`config.mk`:
```
export PLATFORM = sky130hd
export DESIGN_NAME = instr_sequencer
export DESIGN_NICKNAME = d
export VERILOG_FILES = /design/src/rtl/instr_sequencer.sv
export SDC_FILE = /design/constraint.sdc
export NUM_CORES = 1
export LEC_CHECK = 0
export CAP_MARGIN = 15
export CELL_PAD_IN_SITES_DETAIL_PLACEMENT = 1
export CELL_PAD_IN_SITES_GLOBAL_PLACEMENT = 2
export CORE_ASPECT_RATIO = 1.75
export CORE_MARGIN = 2
export CORE_UTILIZATION = 39
export CTS_CLUSTER_SIZE = 24
export DETAILED_ROUTE_END_ITERATION = 10
export MAX_ROUTING_LAYER = met4
export PLACE_DENSITY_LB_ADDON = 0.05
export SLEW_MARGIN = 5
export SYNTH_ARGS = -nofsm -noshare
export SYNTH_HDL_FRONTEND = slang
export SYNTH_SLANG_ARGS = --single-unit
```
`constraint.sdc`:
```
create_clock -name Clock -period 2.7 [get_ports Clock]
set_input_delay 0.675 -clock Clock [delete_from_list [all_inputs] [get_ports Clock]]
set_output_delay 0.675 -clock Clock [all_outputs]
set_load 0.05 [all_outputs]
```
`src/rtl/instr_sequencer.sv`:
```
// instr_sequencer: issues stored opcodes one per cycle on Instrucao, stalling on disp until Disp_ack.
// Ports: Clock/Reset (sync, active-high); Wr_en/Wr_addr/Wr_data program write (IDLE only);
// Prog_len/Start launch a run; Disp_ack releases a disp stall; Instrucao/Pc current opcode and index;
// Busy high while running; Done one-cycle end pulse.
// Optional SEQ_LOOP_EN: adds Stop, the program wraps to slot 0 until Stop ends it.
module instr_sequencer #(
  parameter int DEPTH = 16,
  parameter int AW = 4,
  parameter logic [2:0] NOP_CODE = 3'b111
) (
  input  logic          Clock,
  input  logic          Reset,
  input  logic          Wr_en,
  input  logic [AW-1:0] Wr_addr,
  input  logic [2:0]    Wr_data,
  input  logic [AW:0]   Prog_len,
  input  logic          Start,
  input  logic          Disp_ack,
`ifdef SEQ_LOOP_EN
  input  logic          Stop,
`endif
  output logic [2:0]    Instrucao,
  output logic [AW-1:0] Pc,
  output logic          Busy,
  output logic          Done
);
  typedef enum logic [1:0] {IDLE, RUN, WAIT} state_t;
  localparam logic [2:0] DISP = 3'b100;
  logic [2:0] mem [DEPTH];
  state_t state_q, state_d;
  logic [2:0] ins_q, ins_d;
  logic [AW-1:0] pc_q, pc_d, pc_nx;
  logic [AW:0] len_q, len_d;
  logic done_q, done_d, last, adv, fin;
  function automatic logic [2:0] issue(input logic [2:0] op);
    return op > DISP ? NOP_CODE : op;
  endfunction
  assign last = ({1'b0, pc_q} + (AW+1)'(1)) == len_q;
  assign pc_nx = last ? '0 : pc_q + AW'(1);
  // a busy cycle completes unless a disp is still waiting for its acknowledge
  assign adv = state_q == WAIT ? Disp_ack : state_q == RUN && (ins_q != DISP || Disp_ack);
`ifdef SEQ_LOOP_EN
  logic stop_q, stop_d;
  assign fin = stop_q;
  assign stop_d = state_d != IDLE && (stop_q || (state_q != IDLE && Stop));
`else
  assign fin = last;
`endif
  always_comb begin
    state_d = state_q;
    ins_d = ins_q;
    pc_d = pc_q;
    len_d = len_q;
    done_d = 1'b0;
    if (state_q == IDLE) begin
      if (Start && Prog_len == '0) done_d = 1'b1;
      else if (Start) begin
        state_d = RUN;
        len_d = Prog_len > (AW+1)'(DEPTH) ? (AW+1)'(DEPTH) : Prog_len;
        pc_d = '0;
        ins_d = issue(mem[0]);
      end
    end else if (adv) begin
      state_d = fin ? IDLE : RUN;
      pc_d = fin ? '0 : pc_nx;
      ins_d = fin ? NOP_CODE : issue(mem[pc_nx]);
      done_d = fin;
    end else state_d = WAIT;
  end
  always_ff @(posedge Clock) begin
    if (Reset) begin
      state_q <= IDLE;
      ins_q <= NOP_CODE;
      pc_q <= '0;
      len_q <= '0;
      done_q <= 1'b0;
`ifdef SEQ_LOOP_EN
      stop_q <= 1'b0;
`endif
    end else begin
      state_q <= state_d;
      ins_q <= ins_d;
      pc_q <= pc_d;
      len_q <= len_d;
      done_q <= done_d;
`ifdef SEQ_LOOP_EN
      stop_q <= stop_d;
`endif
    end
  end
  always_ff @(posedge Clock) begin
    if (Wr_en && state_q == IDLE) mem[Wr_addr] <= Wr_data;
  end
  assign Instrucao = ins_q;
  assign Pc = pc_q;
  assign Busy = state_q != IDLE;
  assign Done = done_q;
endmodule

```
==> flow_metrics.env <==
export IMPL_cts_htree_levels=3
export IMPL_power_leakage_uw=0.001382
export IMPL_slew_viol_final=0
export IMPL_fin_util=0.5245
export IMPL_layout_cells_most_common_list="edfxtp_1, buf_4, nor2_1"
export IMPL_start_util=0.4023
export IMPL_skew_ns=0.005518
export IMPL_cp_end_kind="flip-flop"
export IMPL_crit_required_ns=2.91
export IMPL_ys_warnings_count=0
export IMPL_power_density_nw_per_um2=845.3
export IMPL_hold_viol=0
export IMPL_hold_class="reg2reg"
export IMPL_final_antenna_net_count=0
export IMPL_final_nets=339
export IMPL_finalWorstSetupSlack_ns=0.1126
export IMPL_cts_root_buf="clkbuf_16"
export IMPL_io_buffers=25
export IMPL_dieArea_um2=8556
export IMPL_yosysTopAreaCell="edfxtp_1"
export IMPL_drt_wirelength_per_cell_um=20.44
export IMPL_cts_sinks=63
export IMPL_synth_ff_type="edfxtp_1"
export IMPL_grt_max_degree=23
export IMPL_post_route_period_util=0.9583
export IMPL_maxCapViolCount=0
export IMPL_clock_latency_ns=0.34
export IMPL_syn_inst=260
export IMPL_gr_total_overflow=0
export IMPL_dr_pass1_iters=4
export IMPL_fin_crit_ns=2.587
export IMPL_path_clk_slew_ns=0.06
export IMPL_grt_total_usage=0.2190
export IMPL_drive_above_1_share=0.2515
export IMPL_crit_type="reg2reg"
export IMPL_finalSetupViolations=0
export IMPL_dp_slack_ns=-0.08168
export IMPL_mostFrequentLayoutCell="edfxtp_1"
export IMPL_synth_edf_count=48
export IMPL_synth_distinct_cells=62
export IMPL_dpl_hpwl_um=6395
export IMPL_die_x_um=70.79
export IMPL_routed_wirelength_um=8461
export IMPL_power_total_uw=3355
export IMPL_worst_pin_slew_ns=0.5837
export IMPL_synth_seq_cells=63
export IMPL_die_y_um=120.9
export IMPL_grt_pass1_vias=2461
export IMPL_area_delta_synth_final_pct=30.37
export IMPL_synth_nets=278
export IMPL_drt_drc_violations_left=0
export IMPL_syn_avg_cell_area_um2=11.71
export IMPL_diodes=0
export IMPL_rows=42
export IMPL_tns_ns=0
export IMPL_fmax_mhz=386.5
export IMPL_arrival_ns=2.80
export IMPL_ys_async_sr_fraction=0
export IMPL_syn_cell_area_um2=3044
export IMPL_critPathLaunchType="flip-flop"
export IMPL_status="completed"
export IMPL_fp_coreArea_um2=7567
export IMPL_synth_top_area_share=0.4735
export IMPL_grt_pass1_wl_um=13220
export IMPL_drt_vias_per_instance=5.667
export IMPL_grt_setup_unrepaired="false"
export IMPL_ios=26
export IMPL_antenna_found_initial=0
export IMPL_synth_area_leaders="edfxtp_1, dfxtp_1, nor2_1"
export IMPL_crit_fanout=4
export IMPL_clk_path_buf_depth=2
export IMPL_vias=2346
export IMPL_ys_seq_area_frac=0.5721
export IMPL_ir_drop_v=0.0006334
export IMPL_cts_tree="built"
export IMPL_place_gp_congestion=0.7831
export IMPL_drt_initial_drc_count=100
export IMPL_cts_buffers=9
export IMPL_final_fill_count=822
export IMPL_ctsHoldBuffers=0
export IMPL_max_slew_margin=0.6097
==> state kept, by name (all words and copies together), names as in the netlist <==
| register | count |
|---|---|
| mem | 48 |
| Pc | 4 |
| state_q | 2 |
| Instrucao | 3 |
| Done | 1 |
| len_q | 5 |
==> cells in the mapped netlist (3+ instances only) <==
library cell / instances
a21oi_1: 17
a32oi_1: 5
o21ai_1: 6
o211ai_1: 5
nor2b_1: 4
clkbuf_1: 4
a311oi_1: 3
a22oi_1: 3
xnor2_1: 3
nor2_1: 35
nor3_1: 8
buf_6: 3
o21ai_0: 7
mux2_2: 5
nand2b_1: 7
a211oi_1: 4
dfxtp_1: 15
nand2_1: 10
nor3b_1: 4
nand3_1: 3
edfxtp_1: 48
mux2i_1: 8
==> logic make-up (layout without fill, tap and decap cells) <==
| family | Yosys count | in the layout | share of synthesized area |
|---|---|---|---|
| AOI/OAI and AO/OA | 71 | 71 | 0.1628 |
| xor gates and xnor gates | 7 | 7 | 0.02507 |
| adders and majority gates | 1 | 1 | 0.004109 |
| muxes | 14 | 14 | 0.05220 |
| and+or+nand+nor | 90 | 90 | 0.1541 |
| buffers and inverters | 14 | 80 | 0.02959 |
| DFF | 63 | 63 | 0.5721 |
==> cell type report <==
class	instances	area, um^2	area share
clock inverters	6	85.08	0.02144
inverters	2	7.507	0.001892
multi-input cells	183	1266	0.3190
well taps	88	110.1	0.02774
flip-flops and latches	63	1744	0.4395
repair buffers	62	526.8	0.1327
clock buffers	10	229.0	0.05769
==> final timing paths <==
path / startpoint / endpoint / slack, ns / depth (start not counted)
worst max-delay path: Pc[0]$_SDFFE_PP0P_ / Instrucao[1]$_SDFFE_PP1P_ / 0.11 / 10
worst min-delay path: Instrucao[2]$_SDFFE_PP1P_ / Instrucao[2]$_SDFFE_PP1P_ / 0.51 / 2
worst max register to register: Pc[0]$_SDFFE_PP0P_ / Instrucao[1]$_SDFFE_PP1P_ / 0.11 / 10
worst min register to register: Instrucao[2]$_SDFFE_PP1P_ / Instrucao[2]$_SDFFE_PP1P_ / 0.51 / 2
==> routing by layer <==
| layer | up-vias | global-route usage | share of wire |
|---|---|---|---|
| met5 | - | - | 0 |
| met4 | 0 | 0.1215 | 0.042 |
| met3 | 21 | 0.04651 | 0.031 |
| met2 | 55 | 0.3978 | 0.56 |
| met1 | 1135 | 0.2105 | 0.36 |
| li1 | 1135 | - | - |
==> power by group <==
group	switching, uW	internal, uW	leakage, uW
Combinational	604	398	0.000675
Clock	423	804	0.000150
Sequential	32.0	1090	0.000556
==> worst max-delay path: stages (launching register included) <==
cell and delay, ns:
dfxtp_2 0.32, ha_1 0.34, xnor2_1 0.19, o211a_1 0.26, and2_2 0.19, nand2_1 0.09, a2111oi_2 0.45, buf_4 0.19
nor4_2 0.05, o311ai_1 0.25, o211ai_1 0.12
==> repair_timing <==
item | 4_1_cts | 5_1_grt
endpoints found under the setup margin | 2 | 3
resized for setup | 4 | 9
setup buffers | 0 | 1
pin swaps | 0 | 1
==> through the flow <==
| stage | instance area (um^2) | std cells | hold slack [ns] |
|---|---|---|---|
| floorplan | 3047 | 260 | 0.4777 |
| global placement | 3590 | 397 | 0.5018 |
| detailed placement | 3590 | 397 | 0.5027 |
| CTS | 3919 | 413 | 0.5191 |
| global route | 3969 | 414 | 0.5412 |
| finish | 3969 | 414 | 0.5052 |
No activity file was read; power rests on OpenSTA's default activity.
